<file path="src/rtl/mem_arb_pkg.sv">
// Shared definitions for the instruction/data main-memory arbiter.
// Optional feature macro: MEM_ARB_RR_EN (round-robin tie-break).
package mem_arb_pkg;

  localparam int ADDR_W_DEF = 28;   // block address, word address [31:4]
  localparam int DATA_W_DEF = 128;  // one block, 4 x 32-bit words

  // Arbiter state encoding
  typedef enum logic [1:0] {
    IDLE    = 2'b00,
    GRANT_I = 2'b01,
    GRANT_D = 2'b10,
    RELEASE = 2'b11
  } arb_state_t;

  // Grant-select values, also used as the grant-history encoding
  localparam logic SEL_I = 1'b0;
  localparam logic SEL_D = 1'b1;

endpackage

</file>
<file path="src/rtl/mem_arb_pick.sv">
// Combinational tie-break between the I-cache and D-cache requests.
// Optional feature macro: MEM_ARB_RR_EN. Defined: a tie goes to the side
// that was not granted last. Undefined: the D side wins every tie.
module mem_arb_pick
  import mem_arb_pkg::*;
(
  input  logic i_req,
  input  logic d_req,
  input  logic hist,     // side granted most recently (SEL_I / SEL_D)
  output logic grant_d
);

  logic tie_to_d;

`ifdef MEM_ARB_RR_EN
  assign tie_to_d = (hist == SEL_I);
`else
  logic unused_hist;
  assign unused_hist = hist;
  assign tie_to_d    = 1'b1;
`endif

  // D wins when it is the sole requester or when it wins the tie
  assign grant_d = d_req & (~i_req | tie_to_d);

endmodule

</file>
<file path="src/rtl/mem_arbiter.sv">
// Serialises 128-bit block transactions from the I-cache (read-only) and
// the D-cache (read/write) onto the single main memory, using the same
// level-held request / BUSYWAIT handshake as the caches. State changes on
// the falling clock edge; RESET is asynchronous and active-high.
// Optional feature macro: MEM_ARB_RR_EN (round-robin on simultaneous
// requests; when undefined the D side has fixed priority).
module mem_arbiter
  import mem_arb_pkg::*;
#(
  parameter int ADDR_W = ADDR_W_DEF,
  parameter int DATA_W = DATA_W_DEF
) (
  input  logic              CLK,
  input  logic              RESET,
  // I-cache side
  input  logic              I_READ,
  input  logic [ADDR_W-1:0] I_ADDR,
  output logic [DATA_W-1:0] I_READDATA,
  output logic              I_BUSYWAIT,
  // D-cache side
  input  logic              D_READ,
  input  logic              D_WRITE,
  input  logic [ADDR_W-1:0] D_ADDR,
  input  logic [DATA_W-1:0] D_WRITEDATA,
  output logic [DATA_W-1:0] D_READDATA,
  output logic              D_BUSYWAIT,
  // Memory side
  output logic              MEM_READ,
  output logic              MEM_WRITE,
  output logic [ADDR_W-1:0] MEM_ADDR,
  output logic [DATA_W-1:0] MEM_WRITEDATA,
  input  logic [DATA_W-1:0] MEM_READDATA,
  input  logic              MEM_BUSYWAIT
);

  arb_state_t state, next_state;
  logic       d_req;
  logic       grant_d;
  logic       hist;
  logic       d_is_write;  // operation captured when the D side is granted

  assign d_req = D_READ | D_WRITE;

  // Read data is shared: each cache only consumes it while it is granted
  assign I_READDATA = MEM_READDATA;
  assign D_READDATA = MEM_READDATA;

  mem_arb_pick u_pick (
    .i_req   (I_READ),
    .d_req   (d_req),
    .hist    (hist),
    .grant_d (grant_d)
  );

  // State register, advanced on the falling edge
  // NOTE: sequential state uses non-blocking (<=) so every flop samples
  // pre-edge values; blocking here would create order-dependent races.
  always_ff @(negedge CLK or posedge RESET) begin
    if (RESET) state <= IDLE;
    else       state <= next_state;
  end

  // Capture write-vs-read at grant time so the strobe cannot change if the
  // requester drops its lines mid-transaction; write wins if both are high
  always_ff @(negedge CLK or posedge RESET) begin
    if (RESET)                                         d_is_write <= 1'b0;
    else if (state == IDLE && next_state == GRANT_D)   d_is_write <= D_WRITE;
  end

`ifdef MEM_ARB_RR_EN
  // Grant history: remembers which side was granted last
  always_ff @(negedge CLK or posedge RESET) begin
    if (RESET) begin
      hist <= SEL_I;
    end else if (state == IDLE) begin
      if (next_state == GRANT_D)      hist <= SEL_D;
      else if (next_state == GRANT_I) hist <= SEL_I;
    end
  end
`else
  assign hist = SEL_I;
`endif

  // Next-state and state-decoded outputs
  // NOTE: every output gets a default before the case so no path leaves a
  // signal unassigned, which would otherwise infer a latch.
  always_comb begin
    next_state    = state;
    MEM_READ      = 1'b0;
    MEM_WRITE     = 1'b0;
    MEM_ADDR      = '0;
    MEM_WRITEDATA = '0;
    I_BUSYWAIT    = I_READ;
    D_BUSYWAIT    = d_req;

    case (state)
      IDLE: begin
        if (I_READ || d_req) next_state = grant_d ? GRANT_D : GRANT_I;
      end

      GRANT_I: begin
        MEM_READ   = 1'b1;
        MEM_ADDR   = I_ADDR;
        I_BUSYWAIT = MEM_BUSYWAIT;
        if (!MEM_BUSYWAIT) next_state = RELEASE;
      end

      GRANT_D: begin
        if (d_is_write) begin
          MEM_WRITE     = 1'b1;
          MEM_WRITEDATA = D_WRITEDATA;
        end else begin
          MEM_READ      = 1'b1;
        end
        MEM_ADDR   = D_ADDR;
        D_BUSYWAIT = MEM_BUSYWAIT;
        if (!MEM_BUSYWAIT) next_state = RELEASE;
      end

      RELEASE: begin
        // One strobe-free cycle so the finished requester can drop its request
        next_state = IDLE;
      end

      default: next_state = IDLE;
    endcase
  end

endmodule

</file>
<file path="config.mk">
export PLATFORM = sky130hd
export DESIGN_NAME = mem_arbiter
export DESIGN_NICKNAME = d
export VERILOG_FILES = /design/src/rtl/mem_arb_pkg.sv /design/src/rtl/mem_arb_pick.sv /design/src/rtl/mem_arbiter.sv
export SDC_FILE = /design/constraint.sdc
export NUM_CORES = 1
export LEC_CHECK = 0
export ABC_AREA = 1
export BUFFER_PORTS_ARGS = -buffer_cell sky130_fd_sc_hd__buf_2
export CORE_AREA = 4 4 280 282
export CTS_BUF_LIST = sky130_fd_sc_hd__clkbuf_8
export DETAILED_ROUTE_END_ITERATION = 7
export DIE_AREA = 0 0 284 286
export MAX_ROUTING_LAYER = met4
export PLACE_DENSITY = 0.35
export SYNTH_ARGS = -nofsm -noshare
export SYNTH_HDL_FRONTEND = slang
export SYNTH_SLANG_ARGS = --single-unit
</file>
<file path="constraint.sdc">
create_clock -name CLK -period 3.9 [get_ports CLK]
set_input_delay 0.585 -clock CLK [delete_from_list [all_inputs] [get_ports CLK]]
set_output_delay 0.585 -clock CLK [all_outputs]
set_load 0.05 [all_outputs]
</file>
==> results by group, run 1 <==
Run status
  – Outcome: stopped before the end
  – Halt Stage: 5_2_route
  – Tool error: [ERROR DRT-0255] Maze Route cannot find path of net MEM_READDATA[96] in worker of routeBox ( 241500 0 ) ( 284000 48300 ).

Die
  – Die Y: 286 um
  – IO Pins: between 700 and 800
  – Die width: 284 um
  – Initial Util: 0.0474
  – Core Rows: 101

Synthesis
  – Syn_area_per_cell: 5.47 sq um
  – Mapped cell area: 3590 sq um
  – Async set-or-reset flop fraction in the synthesized netlist: 1.00
  – Post-synth EDFFs: 0
  – Register bit total from synthesis: 3
  – Synth warn: 0
  – Syn_nets: 977
  – Library cells used by synthesis: 13
  – Syn Inst Count: approximately 660
  – Dominant synthesized flop cell: dfrtn_1
  – Seq/Total Area, Yosys: 0.0209

Placed design
  – IO Port Bufs: 349
  – GPL Wtd Cong: 0.824
  – Dpl cell area: 5970 sq um
  – DP HPWL: roughly 20000 um

STA
  – WEP type: top-level output
  – Worst EP post-GRT repair: MEM_WRITEDATA[97]

Global routing
  – Largest net degree at the start of global routing: 20
  – Global-route usage over all layers: 0.0560
  – Vias in the first global route: 4755
  – First-pass GRT wire length: 32100 um
  – Total grt overflow: 0
  – Initial antenna violation count: 6

Clock tree
  – Number of clock sinks: 3
  – TritonCTS Buffers: 3
  – Post-CTS Hold Buffers: 0
  – Root Driver: clkbuf_8
  – H-tree levels: 1
  – Max Root-Sink Buffers: 2
-- metrics by stage --
| step | std cells | setup TNS (ns) | util | setup slack, ns | hold WS, ns |
|---|---|---|---|---|---|
| after floorplan | 656 | -32.62 | - | -0.314 | 0.535 |
| after detailed placement | 1741 | -14.48 | 0.0789 | -0.262 | 0.667 |
| after global placement | 1741 | -17.55 | 0.0789 | -0.273 | 0.680 |
| after global routing | 1761 | -55.82 | 0.0987 | -0.412 | 0.793 |
| after CTS | 1751 | -48.11 | 0.0945 | -0.368 | 0.739 |
-- per-layer routing --
metal	global-route usage
met1	0.0539
met2	0.0833
met3	0.0456
met5	-
met4	0.0219
-- logic make-up after synthesis --
| family | after synthesis | share of synthesized area |
|---|---|---|
| and+or+nand+nor | 202 | 0.213 |
| AOI/OAI and AO/OA | 33 | 0.0467 |
| DFF | 3 | 0.0209 |
| adders and majority gates | 3 | 0.0105 |
| buffers and inverters | 415 | 0.709 |
-- synth_stat cells (2+ instances only) --
cell / count / area (sq um)
buf_4: 256 / 1920
inv_1: 136 / 510
nor2_1: 130 / 488
nand2_1: 68 / 255
a21oi_1: 30 / 150
buf_2: 20 / 100
clkbuf_1: 3 / 11.3
dfrtn_1: 3 / 75.1
ha_1: 3 / 37.5
nand3_1: 3 / 15.0
o21ai_0: 2 / 10.0
-- what timing repair did --
action / 4_1_cts / 5_1_grt
endpoints found under the setup margin: 160 / 160
gates cloned: 5 / 2
setup buffers: 1 / 2
pin swaps: 3 / 4
gates resized for setup: 308 / 63
==> run 2: changes to the inputs <==
Settings changed: CORE_AREA 4 4 280 282 to 4 4 286 288, CTS_BUF_LIST sky130_fd_sc_hd__clkbuf_8 to not set, DIE_AREA 0 0 284 286 to 0 0 290 292, MAX_ROUTING_LAYER met4 to not set, PLACE_DENSITY 0.35 to not set, PLACE_DENSITY_LB_ADDON set to 0.15.
==> run 2 against run 1 <==
Net effect:
- the flow now finishes, with violations (setup timing)
- global-route usage decreased by 1.2 points
- synthesized cell count unchanged
- area after synthesis unchanged
==> results by group, run 2 <==
Run status
  – Outcome: finished, violations left (was stopped before the end)
  – Failing checks: setup timing

Die
  – IO Pins: 734 (unchanged)
  – Die width: 290 um (was 284 um)
  – Die ar.: 84700 sq um
  – Core Rows: 103 (was 101)
  – Initial Util: 0.0455 (was 0.0474)
  – Die Y: 292 um (was 286 um)
  – Core area: between 70000 and 80000 sq um

Clock tree
  – H-tree levels: 1 (unchanged)
  – CTS tree: done
  – Root Driver: clkbuf_16 (was clkbuf_8)
  – TritonCTS Buffers: 3 (unchanged)
  – Clock latency on the worst-skew pair: 0.26 ns
  – Clock slew at reported path FFs: 0.03 ns
  – Number of clock sinks: 3 (unchanged)
  – Max Root-Sink Buffers: 2 (unchanged)

Power and ir drop
  – Seq pwr share: 0.012
  – IR drop worst, VDD: 0.505 mV
  – PwrDens: around 700 nW/um^2
  – Switching pwr: approximately 3.2 mW
  – Sw Share: 0.588
  – Clock power share: 0.030
  – Pint: 2.23 mW
  – Leakage: 3.51 nW
  – Comb power frac: 0.958

Final layout
  – Biggest regs: state x2, d_is_write x1
  – Synth-to-layout area growth: 115%
  – Final nets: 1099
  – Largest Register: state
  – Fraction of layout cells with a size suffix above 1: 0.753
  – Most frequent cells in the layout: 189 x buf_2, 133 x inv_1, 107 x buf_6, 54 x nor2_2, 53 x nor2_4
  – Most common cell after layout, fill and taps aside: buf_2
  – Max reg flops: 2
  – Fin area: between 7000 and 8000 sq um

Synthesis
  – Dominant synthesized flop cell: dfrtn_1 (unchanged)
  – Post-synthesis xor/xnor area fraction: 0 (unchanged)
  – Syn Inst Count: 656 (unchanged)
  – Synth Area in Adders: 0.0105 (unchanged)
  – Seq/Total Area, Yosys: 0.0209 (unchanged)
  – Post-synthesis mux area share: 0 (unchanged)
  – Compound-Gate Fraction of Synth Area: 0.0467 (unchanged)
  – Library cells used by synthesis: 13 (unchanged)
  – Register bit total from synthesis: 3 (unchanged)
  – Simple-gate share of the synthesized area: 0.213 (unchanged)
  – Mapped cell area: 3590 sq um (unchanged)
  – Yosys top cell area share: 0.536 (unchanged)
  – Main combinational cell family by area after synthesis: buffers and inverters (unchanged)
  – Synth warn: 0 (unchanged)
  – Synth area leader: buf_4 (unchanged)
  – Async set-or-reset flop fraction in the synthesized netlist: 1.00 (unchanged)
  – Top cells by instance count after synthesis: 256 x buf_4, 136 x inv_1, 130 x nor2_1 (unchanged)
  – Syn_area_per_cell: 5.47 sq um (unchanged)
  – Top cells by area in the synthesized netlist: buf_4 54%, inv_1 14%, nor2_1 14% (unchanged)
  – Most common cell in the netlist: buf_4 (unchanged)
  – Syn_nets: 977 (unchanged)
  – Post-synth EDFFs: 0 (unchanged)

Global routing
  – First-pass GRT wire length: 28400 um (was 32100 um)
  – Total grt overflow: 0 (unchanged)
  – Largest net degree at the start of global routing: 27 (was 20)
  – Vias in the first global route: 4412 (was 4755)
  – Global-route usage over all layers: 0.0440 (was 0.0560)
  – Initial antenna violation count: 6 (unchanged)

Placed design
  – Dpl cell area: 5760 sq um (was 5970 sq um)
  – GPL Wtd Cong: 0.743 (was 0.824)
  – IO Port Bufs: 349 (unchanged)
  – DP HPWL: 17200 um (was 19900 um)

Worst setup path
  – Slowest stage delay, CP: around 0.47 ns
  – Worst reg2reg startpoint: state[1]
  – Worst setup EP type: primary output
  – Worst Setup Start Kind: flip-flop
  – Worst setup path startpoint: state[1]
  – CP required: around 3.3 ns
  – Reg-to-reg slack, setup: 2.40 ns
  – Worst path cell trace: ha_4 -> nand2_8 -> buf_6 -> bufbuf_16 -> nor2_2 -> buf_6
  – WS Path Type: reg -> out
  – CP arrival: approximately 3.7 ns
  – Worst-path fanout max: 5
  – Slowest stage cell, crit path: dfrtn_1
  – Most frequent CP cell: buf_6

Job
  – # Max-Cap Violations: 0

STA
  – Worst-Margin Slew: 0.364 ns
  – Setup slack after layout: -0.376 ns
  – Final hold vios: 0
  – TNS Setup: -46.87 ns
  – Slew Limit Headroom: 0.757
  – RSZ-0062 raised after global routing: true
  – Fin. max-slew vios: 0
  – Final Setup Violations: 160
  – Clk_skew: 0.0000564 ns

Detailed routing
  – Vias: 4231
  – Routed Antenna Nets: 0
  – Iteration count of the initial detailed-routing pass: 4
  – # DRC: 0
  – Wirelength, routed: 21900 um
  – Routed wire per std cell: 12.0 um
  – Vias per inst: 2.31
  – DR iter-0 viols: 45

Hold path
  – HP Start: state[0]
  – Hold crit path type: reg -> reg
-- run 2: cell counts after synthesis --
No cell type changed its count.
-- run 2: cells by family after synthesis --
| family | after synthesis |
|---|---|
| AO/OA/AOI/OAI | 33 |
| adder cells (fa/ha/maj) | 3 |
| AND/OR/NAND/NOR | 202 |
| buffers and inverters | 415 |
| flip-flops | 3 |
-- run 2: area by class of cell --
cell class | instances | area [sq um]
Multi-Input combinational cell | 238 | 2040
Tap cell | 1050 | 1310
Clock buffer | 4 | 78.8
Timing Repair Buffer | 396 | 3690
Fill cell | 9200 | 71200
Inverter | 136 | 518
Antenna cell | 1 | 2.50
Sequential cell | 3 | 75.1
-- run 2: path summary, 6_finish.rpt --
path	to	depth (start not counted)
max	MEM_WRITEDATA[6]	6
min	state[1]	4
max reg2reg	d_is_write	7
min reg2reg	state[1]	4
max in group asynchronous	d_is_write	2
min in group asynchronous	state[0]	2
-- run 2: power by group through the flow --
stage	clock (mW)	combinational, mW	sequential, mW
after floorplan	0	3.28	0.0562
after global placement	0	3.82	0.0604
after global routing	0.169	5.42	0.0678
after CTS	0.165	4.56	0.0633
final	0.162	5.18	0.0662
after detailed placement	0	3.77	0.0612
-- run 2: critical path: cells and delay by family, from the launching register on --
family | cells | cell delay, ns
simple gates | 2 | 0.19
buf+inv | 3 | 0.62
fa+ha+maj | 1 | 0.20
flops | 1 | 0.47
-- run 2: repair_timing --
item / CTS / global route
hold buffers: 0 / 0
hold endpoints to repair: 0 / 0
gates cloned: 5 / 6
setup buffers: 4 / 4
resized for setup: 242 / 261
setup endpoints to repair: 160 / 160
pin swaps: 7 / 17
-- run 2: through the flow --
step / std cells / util / setup slack, ns / hold WS (ns) / total power [mW]
2_1_floorplan: 656 / - / -0.314 / 0.535 / 3.34
3_3_place_gp: 1806 / 0.0730 / -0.360 / 0.616 / 3.88
3_5_place_dp: 1806 / 0.0730 / -0.384 / 0.604 / 3.83
4_1_cts: 1819 / 0.0859 / -0.410 / 0.667 / 4.79
5_1_grt: 1827 / 0.0978 / -0.442 / 0.688 / 5.66
6_report: 1828 / 0.0978 / -0.376 / 0.666 / 5.40
-- run 2: metal layers --
metal	track usage	share of wire
met1	0.0385	0.29
met2	0.0757	0.49
met3	0.0350	0.18
met4	0.0136	0.025
met5	0.0133	0.0083
Note: power is estimated with default switching activity, not from simulation.
==> run 3: changes to the inputs <==
Settings changed: ABC_AREA 1 to not set, PLACE_DENSITY_LB_ADDON 0.15 to not set.
==> run 3 against run 2 <==
Net effect:
- the run still ends with setup timing left
- critical path depth rose by 1
- combinational power grew 20%
- setup slack improved by 0.071 ns
- sequential cell count unchanged
- wire length rose by 20%
- final cell count decreased by 9.5%
- sequential power barely moved
- synthesized cell count is 23% lower
- sequential share of layout area about the same
==> results by group, run 3 <==
Detailed routing
  – Routed wire per std cell: 15.9 um (was 12.0 um)
  – # DRC: 0 (unchanged)
  – Vias: 4014 (was 4231)
  – Vias per inst: 2.43 (was 2.31)
  – DR iter-0 viols: 72 (was 45)
  – Wirelength, routed: 26300 um (was 21900 um)
  – Routed Antenna Nets: 0 (unchanged)
  – Iteration count of the initial detailed-routing pass: 4 (unchanged)

Final layout
  – Max reg flops: 2 (unchanged)
  – Most frequent cells in the layout: 189 x buf_2, 96 x and3_2, 80 x buf_6, 63 x buf_12, 35 x buf_8 (was 189 x buf_2, 133 x inv_1, 107 x buf_6, 54 x nor2_2, 53 x nor2_4)
  – Largest Register: state (unchanged)
  – Filler cells: 9034 (was 9200)
  – Biggest regs: state x2, d_is_write x1 (unchanged)
  – Final nets: 926 (was 1099)
  – Synth-to-layout area growth: 108% (was 115%)
  – Fraction of layout cells with a size suffix above 1: 0.965 (was 0.753)
  – Most common cell after layout, fill and taps aside: buf_2 (unchanged)
  – Fin area: 7430 sq um (was 7710 sq um)

Global routing
  – Total grt overflow: 0 (unchanged)
  – Largest net degree at the start of global routing: 54 (was 27)
  – Global-route usage over all layers: 0.0550 (was 0.0440)
  – Initial antenna violation count: 23 (was 6)
  – First-pass GRT wire length: 33300 um (was 28400 um)
  – Vias in the first global route: 4240 (was 4412)

Synthesis
  – Most common cell in the netlist: buf_4 (unchanged)
  – Async set-or-reset flop fraction in the synthesized netlist: 1.00 (unchanged)
  – Synth warn: 0 (unchanged)
  – Register bit total from synthesis: 3 (unchanged)
  – Library cells used by synthesis: 23 (was 13)
  – Top cells by area in the synthesized netlist: buf_4 56%, and3_1 22%, a22oi_1 5.9% (was buf_4 54%, inv_1 14%, nor2_1 14%)
  – Dominant synthesized flop cell: dfrtn_1 (unchanged)
  – Syn Inst Count: 508 (was 656)
  – Syn_nets: 829 (was 977)
  – Post-synth EDFFs: 0 (unchanged)
  – Top cells by instance count after synthesis: 268 x buf_4, 128 x and3_1, 29 x nor2_1 (was 256 x buf_4, 136 x inv_1, 130 x nor2_1)
  – Yosys top cell area share: 0.562 (was 0.536)
  – Mapped cell area: 3580 sq um (was 3590 sq um)
  – Synth area leader: buf_4 (unchanged)
  – Seq/Total Area, Yosys: 0.0210 (was 0.0209)
  – Syn_area_per_cell: 7.04 sq um (was 5.47 sq um)

Power and ir drop
  – Switching pwr: 3.60 mW (was 3.18 mW)
  – Final total power: 6.44 mW (was 5.40 mW)
  – Pint: 2.84 mW (was 2.23 mW)
  – Clock power share: 0.025 (was 0.030)
  – Sw Share: 0.559 (was 0.588)
  – PwrDens: 866 nW/um^2 (was 701 nW/um^2)
  – Seq pwr share: 0.010 (was 0.012)
  – Comb power frac: 0.964 (was 0.958)
  – Leakage: 3.12 nW (was 3.51 nW)
  – IR drop worst, VDD: 0.802 mV (was 0.505 mV)

Run status
  – Outcome: finished, violations left (unchanged)
  – Failing checks: setup timing (unchanged)

Clock tree
  – Clock slew at reported path FFs: 0.03 ns (about the same)
  – Clock latency on the worst-skew pair: 0.26 ns (about the same)
  – Max Root-Sink Buffers: 2 (unchanged)
  – CTS tree: done (unchanged)
  – Post-CTS Hold Buffers: 0 (unchanged)
  – H-tree levels: 1 (unchanged)
  – Number of clock sinks: 3 (unchanged)
  – Root Driver: clkbuf_16 (unchanged)
  – TritonCTS Buffers: 3 (unchanged)

Worst setup path
  – Worst setup EP type: primary output (unchanged)
  – Worst setup path endpoint: MEM_ADDR[12] (was MEM_WRITEDATA[6])
  – CP required: 3.31 ns (about the same)
  – Worst setup path startpoint: state[0] (was state[1])
  – Capture point of the worst reg-to-reg path: state[1] (was d_is_write)
  – Worst-path fanout max: 8 (was 5)
  – Worst Setup Start Kind: flip-flop (unchanged)
  – Reg2reg path depth: 7 (unchanged)
  – WS Path Type: reg -> out (unchanged)
  – CP arrival: 3.62 ns (was 3.69 ns)
  – Worst reg2reg startpoint: state[0] (was state[1])
  – Reg-to-reg slack, setup: 2.36 ns (was 2.40 ns)

Die
  – Die ar.: 84700 sq um (unchanged)
  – Die width: 290 um (unchanged)
  – IO Pins: 734 (unchanged)
  – Initial Util: 0.0454 (was 0.0455)
  – Core Rows: 103 (unchanged)
  – Core area: 78900 sq um (unchanged)
  – Die Y: 292 um (unchanged)

STA
  – Slew Limit Headroom: 0.801 (was 0.757)
  – Final Setup Violations: 160 (unchanged)
  – Setup slack after layout: -0.305 ns (was -0.376 ns)
  – Final hold vios: 0 (unchanged)
  – Worst-Margin Slew: 0.299 ns (was 0.364 ns)
  – Clk_skew: 0.000184 ns (was 0.0000564 ns)
  – RSZ-0062 raised after global routing: true (unchanged)
  – Worst hold margin: 0.705 ns (was 0.666 ns)
  – Fin. max-slew vios: 0 (unchanged)

Placed design
  – Dpl cell area: 5830 sq um (was 5760 sq um)
  – IO Port Bufs: 349 (unchanged)
  – GPL Wtd Cong: 0.780 (was 0.743)
  – DP HPWL: 21600 um (was 17200 um)

Job
  – # Max-Cap Violations: 0 (unchanged)

Hold path
  – Hold crit path type: reg -> reg (unchanged)
run 3: cell count changes after synthesis, sizes merged, moves of 2 or more:
cell / before / now
inv: 136 / 7
and3: 0 / 128
nor2: 130 / 29
nand2: 68 / 1
a22oi: 0 / 28
a21oi: 30 / 3
buf: 276 / 286
clkbuf: 3 / 8
nand3: 3 / 0
o21ai: 2 / 4
run 3: power groups by stage:
stage / sequential [mW] / clock [mW] / combinational [mW]
after floorplan: 0.0621 / 0 / 3.96
after global placement: 0.0635 / 0 / 4.72
after detailed placement: 0.0660 / 0 / 4.74
after CTS: 0.0675 / 0.165 / 5.86
after global routing: 0.0682 / 0.168 / 6.48
final: 0.0659 / 0.164 / 6.21
run 3: per-stage QoR:
stage	cells	setup TNS, ns	util	worst slack [ns]
after floorplan	508	-0.279	-	-0.0310
after global placement	1635	-11.33	0.0739	-0.155
after detailed placement	1635	-15.76	0.0739	-0.189
after CTS	1649	-43.35	0.0890	-0.320
after global routing	1654	-50.68	0.0942	-0.363
final	1655	-39.18	0.0942	-0.305
run 3: critical path, cell delays in order (launching register included):
cell	delay (ns)
dfrtn_1	0.42
inv_2	0.06
ha_4	0.18
buf_12	0.15
buf_12	0.14
a22oi_2	0.24
nor2_4	0.06
buf_8	0.15
run 3: metal layers:
metal  part of all wire  GRT usage  wire (um)
met1               0.31     0.0517       8160
met4              0.045     0.0197       1170
met3               0.18     0.0426       4810
met5             0.0034    0.00222         88
met2               0.46     0.0912      12000
run 3: cell families after synthesis:
logic type / Yosys count / share of synthesized area
and+or+nand+nor: 162 / 0.262
buffers and inverters: 301 / 0.627
adders and majority gates: 3 / 0.0105
AOI/OAI and AO/OA: 38 / 0.0759
muxes: 1 / 0.00280
DFF: 3 / 0.0210
run 3: worst min path at each step:
stage | end | from | depth (start not counted) | slack (ns)
floorplan | state[0] | state[0] | 2 | 0.53
global placement | state[0] | state[0] | 3 | 0.68
detailed placement | state[0] | state[0] | 3 | 0.72
CTS | state[0] | state[0] | 3 | 0.70
global route | state[0] | state[0] | 3 | 0.73
finish | state[0] | state[0] | 3 | 0.70
run 3: what timing repair did:
item	4_1_cts	5_1_grt
cloned	4	6
hold endpoints to repair	0	0
gates resized for setup	275	73
endpoints found under the setup margin	160	160
pin swaps	23	14
setup buffers	6	0
run 3: final cells by class:
type / instances / area [sq um] / share of cell area
sequential: 3 / 75.1 / 0.0101
multi-input combinational: 204 / 1970 / 0.264
timing repair buffer: 386 / 3960 / 0.533
tap: 1050 / 1310 / 0.177
antenna: 1 / 2.50 / 0.000337
clock buffer: 4 / 78.8 / 0.0106
inverter: 7 / 33.8 / 0.00454
